===== src/rtl/mc_ctrl_pkg.sv =====
// Shared encodings, instruction class and FSM state type for the multi-cycle controller.
// The MDU-related constants are present only when MC_CTRL_MDU_EN is defined.
package mc_ctrl_pkg;

  localparam logic [5:0] OP_RTYPE = 6'b000000;
  localparam logic [5:0] OP_ORI   = 6'b001101;
  localparam logic [5:0] OP_LUI   = 6'b001111;
  localparam logic [5:0] OP_LW    = 6'b100011;
  localparam logic [5:0] OP_SW    = 6'b101011;
  localparam logic [5:0] OP_BEQ   = 6'b000100;
  localparam logic [5:0] OP_JAL   = 6'b000011;

  localparam logic [5:0] FN_ADD   = 6'b100000;
  localparam logic [5:0] FN_SUB   = 6'b100010;
  localparam logic [5:0] FN_JR    = 6'b001000;
`ifdef MC_CTRL_MDU_EN
  localparam logic [5:0] FN_MULT  = 6'b011000;
  localparam logic [5:0] FN_DIV   = 6'b011010;
  localparam logic [5:0] FN_MFHI  = 6'b010000;
  localparam logic [5:0] FN_MFLO  = 6'b010010;
`endif

  typedef enum logic [2:0] {
    FETCH    = 3'd0,
    DECODE   = 3'd1,
    EXEC     = 3'd2,
    MEM      = 3'd3,
    WB       = 3'd4
`ifdef MC_CTRL_MDU_EN
    ,MDU_WAIT = 3'd5
`endif
  } state_e;

  localparam logic [1:0] NPC_PC4  = 2'b00;
  localparam logic [1:0] NPC_BR   = 2'b01;
  localparam logic [1:0] NPC_JUMP = 2'b10;
  localparam logic [1:0] NPC_REG  = 2'b11;

  localparam logic [1:0] EXT_ZERO = 2'b00;
  localparam logic [1:0] EXT_SIGN = 2'b01;
  localparam logic [1:0] EXT_LUI  = 2'b10;

  localparam logic [1:0] M2R_ALU  = 2'b00;
  localparam logic [1:0] M2R_MEM  = 2'b01;
  localparam logic [1:0] M2R_PC4  = 2'b10;
`ifdef MC_CTRL_MDU_EN
  localparam logic [1:0] M2R_HILO = 2'b11;
`endif

  localparam logic [3:0] ALU_ADD  = 4'b0000;
  localparam logic [3:0] ALU_SUB  = 4'b0001;
  localparam logic [3:0] ALU_OR   = 4'b0010;

  localparam logic [1:0] RD_RT    = 2'b00;
  localparam logic [1:0] RD_RD    = 2'b01;
  localparam logic [1:0] RD_R31   = 2'b10;

`ifdef MC_CTRL_MDU_EN
  localparam logic [1:0] MD_MULT  = 2'b00;
  localparam logic [1:0] MD_DIV   = 2'b01;
`endif

  localparam int unsigned CNT_W = 6;

  // One-hot instruction class; all-zero means an unknown encoding.
  typedef struct packed {
    logic add;
    logic sub;
    logic ori;
    logic lui;
    logic lw;
    logic sw;
    logic beq;
    logic jal;
    logic jr;
`ifdef MC_CTRL_MDU_EN
    logic mult;
    logic div;
    logic mfhi;
    logic mflo;
`endif
  } instr_cls_t;

  localparam int unsigned CLS_W = $bits(instr_cls_t);

endpackage


===== src/rtl/mc_ctrl_dec.sv =====
// Combinational op/funct decoder producing the one-hot instruction class.
// MDU encodings decode only when MC_CTRL_MDU_EN is defined.
module mc_ctrl_dec
  import mc_ctrl_pkg::*;
(
  input  logic [5:0]       op,
  input  logic [5:0]       funct,
  output logic [CLS_W-1:0] cls
);

  instr_cls_t c;

  always_comb begin
    c = '0;
    case (op)
      OP_RTYPE: begin
        case (funct)
          FN_ADD:  c.add  = 1'b1;
          FN_SUB:  c.sub  = 1'b1;
          FN_JR:   c.jr   = 1'b1;
`ifdef MC_CTRL_MDU_EN
          FN_MULT: c.mult = 1'b1;
          FN_DIV:  c.div  = 1'b1;
          FN_MFHI: c.mfhi = 1'b1;
          FN_MFLO: c.mflo = 1'b1;
`endif
          default: ;
        endcase
      end
      OP_ORI:  c.ori = 1'b1;
      OP_LUI:  c.lui = 1'b1;
      OP_LW:   c.lw  = 1'b1;
      OP_SW:   c.sw  = 1'b1;
      OP_BEQ:  c.beq = 1'b1;
      OP_JAL:  c.jal = 1'b1;
      default: ;
    endcase
  end

  assign cls = c;

endmodule


===== src/rtl/mc_ctrl.sv =====
// Multi-cycle controller FSM: FETCH/DECODE/EXEC/MEM/WB plus optional MDU wait.
// Define MC_CTRL_MDU_EN to enable mult/div/mfhi/mflo, MDU_WAIT and the wait counter.
module mc_ctrl
  import mc_ctrl_pkg::*;
#(
  parameter int unsigned MULT_CYCLES = 5,
  parameter int unsigned DIV_CYCLES  = 10
) (
  input  logic       clk,
  input  logic       rst_n,
  input  logic [5:0] op,
  input  logic [5:0] funct,
  input  logic       zero,
  input  logic       instr_vld,
  input  logic       mem_rdy,
  output logic       PCWrite,
  output logic       IRWrite,
  output logic [1:0] RegDst,
  output logic       ALUSrc,
  output logic [1:0] MemtoReg,
  output logic       RegWrite,
  output logic       MemRead,
  output logic       MemWrite,
  output logic [1:0] nPC_sel,
  output logic [3:0] ALUOp,
  output logic [1:0] ExtOp,
  output logic       md_start,
  output logic [1:0] md_op,
  output logic       hilo_sel,
  output logic       busy
);

  instr_cls_t cls;
  state_e     state_q, state_d;

`ifdef MC_CTRL_MDU_EN
  localparam logic [CNT_W-1:0] MULT_LOAD = CNT_W'(MULT_CYCLES - 1);
  localparam logic [CNT_W-1:0] DIV_LOAD  = CNT_W'(DIV_CYCLES - 1);
  logic [CNT_W-1:0] cnt_q, cnt_d;
`endif

  mc_ctrl_dec u_dec (
    .op    (op),
    .funct (funct),
    .cls   (cls)
  );

  always_comb begin
    state_d  = state_q;
`ifdef MC_CTRL_MDU_EN
    cnt_d    = cnt_q;
`endif
    PCWrite  = 1'b0;
    IRWrite  = 1'b0;
    RegWrite = 1'b0;
    MemRead  = 1'b0;
    MemWrite = 1'b0;
    md_start = 1'b0;
    busy     = 1'b0;
    nPC_sel  = NPC_PC4;
    case (state_q)
      FETCH: begin
        // Reset holds the state in FETCH; gating keeps the fetch strobes quiet meanwhile.
        if (instr_vld && rst_n) begin
          IRWrite = 1'b1;
          PCWrite = 1'b1;
          state_d = DECODE;
        end
      end
      DECODE: begin
        if (cls.jal) begin
          PCWrite = 1'b1;
          nPC_sel = NPC_JUMP;
          state_d = WB;
        end else if (cls.jr) begin
          PCWrite = 1'b1;
          nPC_sel = NPC_REG;
          state_d = FETCH;
        end else if (cls == '0) begin
          state_d = FETCH;
        end else begin
          state_d = EXEC;
        end
      end
      EXEC: begin
        if (cls.beq) begin
          PCWrite = zero;
          nPC_sel = NPC_BR;
          state_d = FETCH;
        end else if (cls.lw || cls.sw) begin
          state_d = MEM;
`ifdef MC_CTRL_MDU_EN
        end else if (cls.mult || cls.div) begin
          md_start = 1'b1;
          cnt_d    = cls.mult ? MULT_LOAD : DIV_LOAD;
          state_d  = MDU_WAIT;
`endif
        end else begin
          state_d = WB;
        end
      end
      MEM: begin
        MemRead  = cls.lw;
        MemWrite = cls.sw;
        if (mem_rdy) state_d = cls.lw ? WB : FETCH;
      end
      WB: begin
        RegWrite = 1'b1;
        state_d  = FETCH;
      end
`ifdef MC_CTRL_MDU_EN
      MDU_WAIT: begin
        busy = 1'b1;
        if (cnt_q == '0) state_d = FETCH;
        else             cnt_d   = cnt_q - 1'b1;
      end
`endif
      default: state_d = FETCH;
    endcase
  end

  always_comb begin
    ALUSrc = cls.ori | cls.lw | cls.sw | cls.lui;
    if (cls.sub || cls.beq) ALUOp = ALU_SUB;
    else if (cls.ori)       ALUOp = ALU_OR;
    else                    ALUOp = ALU_ADD;
    if (cls.lw || cls.sw || cls.beq) ExtOp = EXT_SIGN;
    else if (cls.lui)                ExtOp = EXT_LUI;
    else                             ExtOp = EXT_ZERO;
    RegDst   = RD_RT;
    MemtoReg = M2R_ALU;
    if (cls.jal) begin
      RegDst   = RD_R31;
      MemtoReg = M2R_PC4;
    end else if (cls.add || cls.sub) begin
      RegDst   = RD_RD;
    end else if (cls.lw) begin
      MemtoReg = M2R_MEM;
    end
`ifdef MC_CTRL_MDU_EN
    if (cls.mfhi || cls.mflo) begin
      RegDst   = RD_RD;
      MemtoReg = M2R_HILO;
    end
    md_op    = cls.div ? MD_DIV : MD_MULT;
    hilo_sel = cls.mflo;
`else
    md_op    = '0;
    hilo_sel = 1'b0;
`endif
  end

  always_ff @(posedge clk or negedge rst_n) begin
    if (!rst_n) begin
      state_q <= FETCH;
`ifdef MC_CTRL_MDU_EN
      cnt_q   <= '0;
`endif
    end else begin
      state_q <= state_d;
`ifdef MC_CTRL_MDU_EN
      cnt_q   <= cnt_d;
`endif
    end
  end

endmodule


===== config.mk =====
export PLATFORM = sky130hd
export DESIGN_NAME = mc_ctrl
export DESIGN_NICKNAME = d
export VERILOG_FILES = /design/src/rtl/mc_ctrl_pkg.sv /design/src/rtl/mc_ctrl_dec.sv /design/src/rtl/mc_ctrl.sv
export SDC_FILE = /design/constraint.sdc
export NUM_CORES = 1
export LEC_CHECK = 0
export CORE_UTILIZATION = 32
export DETAILED_ROUTE_END_ITERATION = 16
export GPL_TIMING_DRIVEN = 1
export PLACE_DENSITY = 0.78
export SLEW_MARGIN = 20
export SYNTH_ARGS = -nofsm -noshare
export SYNTH_HDL_FRONTEND = slang
export SYNTH_SLANG_ARGS = --single-unit

===== constraint.sdc =====
create_clock -name clk -period 1.6 [get_ports clk]
set_input_delay 0.24 -clock clk [delete_from_list [all_inputs] [get_ports clk]]
set_output_delay 0.24 -clock clk [all_outputs]
set_load 0.01 [all_outputs]

==> results list, run 1 <==
* Synthesized area per cell: 7.16 sq um
- Unique masters post-synth: 34
- CTS root buffer: sky130_fd_sc_hd__clkbuf_4
- Cells after DPL: 140
* Power per cell area: 348 nW/um^2
- TritonCTS buffer count: 3
- Data required, critical path: 1360 ps
* Biggest registers after layout: state_q (3)
- In this run, the number of DRC markers left after iteration 0 of detailed routing was 17.
- Layout cell share with drive strength beyond 1: 47.0%
* Pin count of the biggest net entering global routing: 10
* Setup Crit Path Kind: reg2out
- Filler cells: 127
- The number of global-route vias before repair was 745.
* Number of nets in the final layout: 150
- The die covers 1780 sq um.
* Width of the die: 42.1 um
* Flip-flop count of the largest register, all copies and words added: 3
- Final antenna diode count: 0
* Standby leakage power: 0.560 nW
- The longest clock path from root to sink contains 2 buffers.
- The area growth from synthesis to layout is 107%.
- Outcome: complete, but fails checks
* Global Route Usage Sum: 21.4%
- Number of I/O pins: 40
- Post-Layout Cell Count: 148
* Count of buffers inserted at the top-level ports: 32
- Cell row count: 14
* Global-route wire length before repair: 2970 um
- Measured on the finished design, the core utilization comes to 70.8%.
- Time the final worst path needs with I/O delays and setup: 1730 ps
- Die Y-Extent: 42.1 um
- Count of max-cap constraint violations: 0
* Crit path cell chain: or2b_4, or3b_1, a21oi_2, buf_2
- The max-slew violation count is 0.
- Type of the tightest min-delay check: in2async
- Via count of the routed design: 735
* Share of the cycle needed by the critical path after routing: 108%
- Asr flop ratio synth: 100%
* Final Hold Vio Count: 0
- Remaining antenna violation count: 0
- Clock tree from TritonCTS: built
- Highest-count cells in the layout ignoring fill and taps: sky130_fd_sc_hd__buf_4, sky130_fd_sc_hd__buf_2, sky130_fd_sc_hd__nor2_1, sky130_fd_sc_hd__dlygate4sd2_1
* Clock-pin slew on the worst setup and hold paths: 40 ps
- Worst setup slack after layout: -127 ps
- For this run, design rule violations remaining after detail routing come to 0.
* Final setup skew: 0.470 ps
- Syn Inst Count: 72
- The final reports fail on negative setup slack.
- Data on the critical path arrives at its endpoint at 1490 ps.
- The largest individual stage delay along the critical path comes from the cell sky130_fd_sc_hd__dfrtp_1.
* Count of warnings emitted by yosys: 0
- Mapped Area: 515 sq um
* Initial antenna violation count: 0
- Summing the sequential cell areas from Yosys gives 14.6% of the chip area.
* Pre-CTS setup slack: -977 ps
- Starting utilization of the core area: 34.2%
- Critical-path maximum fanout: 3
- Most frequent standard cell in the layout excluding fill and tap cells: sky130_fd_sc_hd__buf_4
* RSZ-0062 raised after global routing: true
- Routed length per instance: 12.3 um
- CTS HTree Levels: 1
- CP Capture Type: output port
- Placed cell areas: 982 sq um
- Clock Latency Late Sink: 240 ps
- The first TritonRoute pass finished after 4 iterations.
- Worst-case reg-to-reg path depth: 6
- Detailed-route vias per instance: 4.97
* Number of flops mapped to enable cells by yosys: 0
- Routability-driven placement finished with a final weighted congestion of 0.802.
- Power comes to 372 uW.
- Area of the placeable core: 1510 sq um
* Total setup violations reported at the end of the flow: 2
* Design Area, Final: 1070 sq um
* Critical Path Source Type: flop
- Summed over all layers, the routed wires come to 1830 um.
- Register bit count reported by yosys: 3
* CTS Hold Bufs: 0
- state_q holds more flip-flops than any other register.
- Overflow left after global routing: 0
* Prevailing post-synth register cell: sky130_fd_sc_hd__dfrtp_1
* Placed wire-length estimate: 1330 um
- Longest individual stage delay on the worst path: 370 ps
* F_max: 0.579 GHz
- CTS Sinks: 3
- The worst-case IR drop observed on VDD is 0.218 mV.
cells in the mapped netlist, types with 2 or more instances:
| master | n | share of area (%) |
|---|---|---|
| sky130_fd_sc_hd__or3b_1 | 2 | 3.4 |
| sky130_fd_sc_hd__nand4_1 | 2 | 2.4 |
| sky130_fd_sc_hd__nor4_1 | 2 | 2.4 |
| sky130_fd_sc_hd__buf_4 | 8 | 12 |
| sky130_fd_sc_hd__nand3_1 | 2 | 1.9 |
| sky130_fd_sc_hd__a21oi_1 | 2 | 1.9 |
| sky130_fd_sc_hd__a211oi_1 | 2 | 2.9 |
| sky130_fd_sc_hd__o21ai_0 | 2 | 1.9 |
| sky130_fd_sc_hd__nand4b_1 | 3 | 5.1 |
| sky130_fd_sc_hd__or2b_1 | 2 | 2.9 |
| sky130_fd_sc_hd__inv_1 | 3 | 2.2 |
| sky130_fd_sc_hd__dfrtp_1 | 3 | 15 |
| sky130_fd_sc_hd__nand2_1 | 8 | 5.8 |
| sky130_fd_sc_hd__nor2b_1 | 3 | 3.6 |
| sky130_fd_sc_hd__nor2_1 | 9 | 6.6 |
cell type report:
class	instances	area [sq um]	share of cell area, %
clock buffers	4	26.3	2.46
well taps	16	20.0	1.88
inverters	3	11.3	1.06
repair buffers	60	470	44.1
flip-flops and latches	3	75.1	7.03
multi-input cells	62	464	43.5
per-stage QoR:
| step | setup TNS (ps) | hold slack [ps] |
|---|---|---|
| 3_3_place_gp | -9810 | 524 |
| 6_report | -250 | 39.3 |
| 5_1_grt | -396 | 70.2 |
| 2_1_floorplan | 0 | -55.6 |
| 3_5_place_dp | -10590 | 533 |
| 4_1_cts | -247 | 43.1 |
path summary, 6_finish.rpt:
path | startpoint | to | slack (ps)
setup / recovery | state_q[1] | nPC_sel[0] | -130
hold / removal | rst_n | state_q[2] | 40
setup reg to reg | state_q[0] | state_q[2] | 340
hold reg to reg | state_q[1] | state_q[1] | 700
max in group asynchronous | rst_n | state_q[0] | 1470
min in group clk | op[4] | state_q[0] | 600
per-layer routing:
| layer | track usage (%) | routed length (um) | up-vias | share of wire (%) |
|---|---|---|---|---|
| met5 | 0 | 0 | - | 0 |
| met4 | 7.50 | 11 | 0 | 0.60 |
| met3 | 3.88 | 79 | 2 | 4.3 |
| met2 | 39.1 | 982 | 26 | 54 |
| met1 | 24.7 | 752 | 342 | 41 |
| li1 | - | - | 365 | - |
worst max-delay path: cells and delay by family (launching register included):
kind / cells / cell delay (ps)
AOI/OAI and AO/OA: 1 / 110
DFF: 1 / 370
buffers and inverters: 1 / 130
and+or+nand+nor: 2 / 650
power breakdown:
part	leakage, nW	switching [mW]	internal [mW]
Sequential	0.0410	0.00133	0.0785
Combinational	0.505	0.0725	0.0840
Clock	0.0150	0.0416	0.0936
timing repair:
action / CTS / global route
setup endpoints to repair: 18 / 7
gates cloned: 0 / 0
buffers inserted: 2 / 2
resized for setup: 95 / 11
pin swaps: 12 / 8
cells by family after synthesis:
family | after synthesis | synth area share, %
simple gates | 45 | 53.9
buf+inv | 13 | 17.0
compound gates | 10 | 13.8
flops | 3 | 14.6
other cells | 1 | 0.727
Note: power is estimated with default switching activity, not from simulation.
==> run 2, diff against run 1 <==
- CTS_CLUSTER_DIAMETER: unset -> 30
- SETUP_SLACK_MARGIN: unset -> 0.15
==> run 2 against run 1 <==
Net effect:
- the run ends with design-rule violations, negative setup slack left
- sequential power grew 0.6%
- maximum frequency shrank 3.9%
- clock power is 9.6% higher
- sequential cell count unchanged
- combinational power increased by 34%
- routed wire length increased by 69%
- non-clock buffer count grew 14
- final area up 21%
- register-to-register slack worse by 190 ps
- die area unchanged
- critical path depth unchanged
- critical path type unchanged
- highest routed layer unchanged
==> results list, run 2 (synthesis results as in run 1) <==
- Final Hold Vio Count: 0 (unchanged)
- Sequential Area: 76.3 sq um (was 75.1 sq um)
- Worst setup slack after layout: -196 ps (was -127 ps)
- Setup Crit Path Kind: reg2out (unchanged)
- DRT iter0 DRCs: 36 (was 17)
* Proportion of power drawn by the clock network: 33.7% (was 36.4%)
- The DRC violation count after routing is 1 (was 0).
* Count of buffers inserted at the top-level ports: 32 (unchanged)
- Detailed-route vias per instance: 5.75 (was 4.97)
* CTS HTree Levels: 1 (unchanged)
- The largest fanout of any net on the critical path was 2 (was 3).
- Layout cell share with drive strength beyond 1: 64.4% (was 47.0%)
- Crit path cell chain: or2b_1, or3b_1, a21oi_2, buf_2 (was or2b_4, or3b_1, a21oi_2, buf_2).
* Routed length per instance: 19.0 um (was 12.3 um)
- Synthesis-to-layout area growth: 150% (was 107%)
- Post-route core utilization: 85.5% (was 70.8%)
- The clock latency reported for the late side of the worst-skew pair came to 250 ps (was 240 ps).
- Power Internal: 287 uW (was 256 uW)
* Cells after DPL: 143 (was 140)
* Maximum vdd ir drop: 0.382 mV (was 0.218 mV)
- Clock tree from TritonCTS: built (unchanged)
* Final antenna diode count: 0 (unchanged)
* Starting utilization of the core area: 34.2% (unchanged)
- Final setup skew: 0.821 ps (was 0.470 ps)
- Pin count of the biggest net entering global routing: 7 (was 10)
- The relative contribution of combinational cells to total power is 48.0% (was 42.1%).
- The endpoint kind of the worst setup timing path is an output port (unchanged).
* Die Y-Extent: 42.1 um (unchanged)
* Net Sw Frac: 34.7% (was 31.1%)
* Placed cell areas: 1030 sq um (was 982 sq um)
- The clock buffer count from CTS came to 3 (unchanged).
- Largest reg by FF count: state_q (unchanged)
- The path class of the lowest-slack min-delay path was in2async (unchanged).
- Filler cells: 80 (was 127)
* Maximum number of buffers from clock root to sink: 2 (unchanged)
* Clock-pin slew on the worst setup and hold paths: 40 ps (about the same)
- The design area was 1290 sq um (was 1070 sq um).
- The cell type of the slowest stage on the worst timing path is sky130_fd_sc_hd__or3b_1 (was sky130_fd_sc_hd__dfrtp_1).
- Area of the placeable core: 1510 sq um (unchanged)
- Outcome: complete, but fails checks (unchanged)
- Remaining antenna violation count: 0 (unchanged)
- CTS root buffer: sky130_fd_sc_hd__clkbuf_4 (unchanged)
* CTS Sinks: 3 (unchanged)
- Multi-input logic area: 505 sq um (was 464 sq um)
- The launching element type of the critical path is a flop (unchanged).
- RSZ-0062 raised after global routing: true (unchanged)
- The first-pass iteration count of the detailed router is 10 (was 4).
- The total routing resource utilization after global routing came to 30.1% (was 21.4%).
* Data required, critical path: 1360 ps (about the same)
* Final routed wirelength across all metal layers: 3090 um (was 1830 um)
- The number of ports placed on the die boundary was 40 (unchanged).
- Time the final worst path needs with I/O delays and setup: 1800 ps (was 1730 ps)
- The horizontal die dimension is 42.1 um (unchanged).
* Standby leakage power: 0.645 nW (was 0.560 nW)
- The maximum frequency from static timing analysis came to 0.557 GHz (was 0.579 GHz).
* Via count of the routed design: 931 (was 735)
- The max-slew violation count came to 0 (unchanged).
- Overflow left after global routing: 0 (unchanged)
- The final-report setup violation count came to 3 (was 2).
- DIE AREA: 1780 sq um (unchanged)
- Number of nets in the final layout: 164 (was 150)
- Sequential power share: 18.3% (was 21.5%)
- The number of global-route vias before repair is 849 (was 745).
- Violated checks: design-rule violations, negative setup slack (was negative setup slack)
- Final GP Congestion: 0.857 (was 0.802)
- Highest-count cells in the layout ignoring fill and taps: sky130_fd_sc_hd__buf_4, sky130_fd_sc_hd__buf_6, sky130_fd_sc_hd__buf_2 (was sky130_fd_sc_hd__buf_4, sky130_fd_sc_hd__buf_2, sky130_fd_sc_hd__nor2_1, sky130_fd_sc_hd__dlygate4sd2_1)
* Most frequent standard cell in the layout excluding fill and tap cells: sky130_fd_sc_hd__buf_4 (unchanged)
* Share of the cycle needed by the critical path after routing: 112% (was 108%)
- Count of max-cap constraint violations: 0 (unchanged)
- The half-perimeter wire length after placement is 1440 um (was 1330 um).
* Global-route wire length before repair: 4020 um (was 2970 um)
* Post-Layout Cell Count: 162 (was 148)
* Cell row count: 14 (unchanged)
- Biggest registers after layout: state_q (3) (unchanged).
- The critical path data arrival time was 1560 ps (was 1490 ps).
- The power density normalized to cell area came to 340 nW/um^2 (was 348 nW/um^2).
- The initial antenna violation count was 0 (unchanged).
- The switching component of the power was 152 uW (was 115 uW).
* Longest individual stage delay on the worst path: 390 ps (was 370 ps)
- The number of flip-flops in the largest register is 3 (unchanged).
run 2: final timing paths:
path                              end  slack [ps]        from  cells past startpoint
max reg2reg                state_q[2]         150  state_q[1]                      7
max                        nPC_sel[0]        -200  state_q[1]                      4
max in group asynchronous  state_q[2]        1440       rst_n                      2
min in group clk           state_q[1]         670       op[4]                      6
min reg2reg                state_q[1]         730  state_q[2]                      2
min                        state_q[1]          50       rst_n                      2
run 2: through the flow:
stage          TNS, ps  hold slack, ps  power [mW]  worst slack, ps
3_5_place_dp     -9920             529       0.236             -853
3_3_place_gp     -9590             526       0.232             -835
2_1_floorplan        0           -55.6       0.150              120
4_1_cts           -207            44.8       0.386             -137
6_report          -490            48.2       0.439             -196
5_1_grt           -678            52.7       0.456             -255
run 2: layout make-up:
class,instances,area share (%)
clock buffers,4,2.04
inverters,3,1.07
flip-flops and latches,3,5.92
multi-input cells,62,39.2
repair buffers,74,50.2
well taps,16,1.55
run 2: metal layers:
layer  vias to the layer above  GRT usage [%]  routed length, um
li1                        395              -                  -
met1                       449           34.7               1240
met2                        72           51.6               1460
met3                        15           11.2                258
met4                         0           9.38                122
met5                         -              0                  0
run 2: critical path: cells and delay by family, from the launching register on:
family | cells | cell delay (ps)
flip-flops | 1 | 370
AO/OA/AOI/OAI | 1 | 140
buffers and inverters | 1 | 140
AND/OR/NAND/NOR | 2 | 650
run 2: timing repair:
action / 4_1_cts / 5_1_grt
pin swaps: 15 / 11
resized for setup: 120 / 35
hold buffers: 0 / 0
setup buffers: 10 / 5
setup endpoints to repair: 18 / 17
run 2: power groups by stage:
stage | Combinational (mW) | Clock, mW | Sequential [mW]
finish | 0.210 | 0.148 | 0.0803
global route | 0.219 | 0.157 | 0.0803
CTS | 0.172 | 0.134 | 0.0803
detailed placement | 0.155 | 0 | 0.0807
floorplan | 0.0688 | 0 | 0.0809
global placement | 0.152 | 0 | 0.0804
==> run 3, diff against run 2 <==
- GPL_TIMING_DRIVEN: 1 -> unset
==> results of run 3 <==
Same layout as run 2: the final DEF is identical, and so are final timing and power.
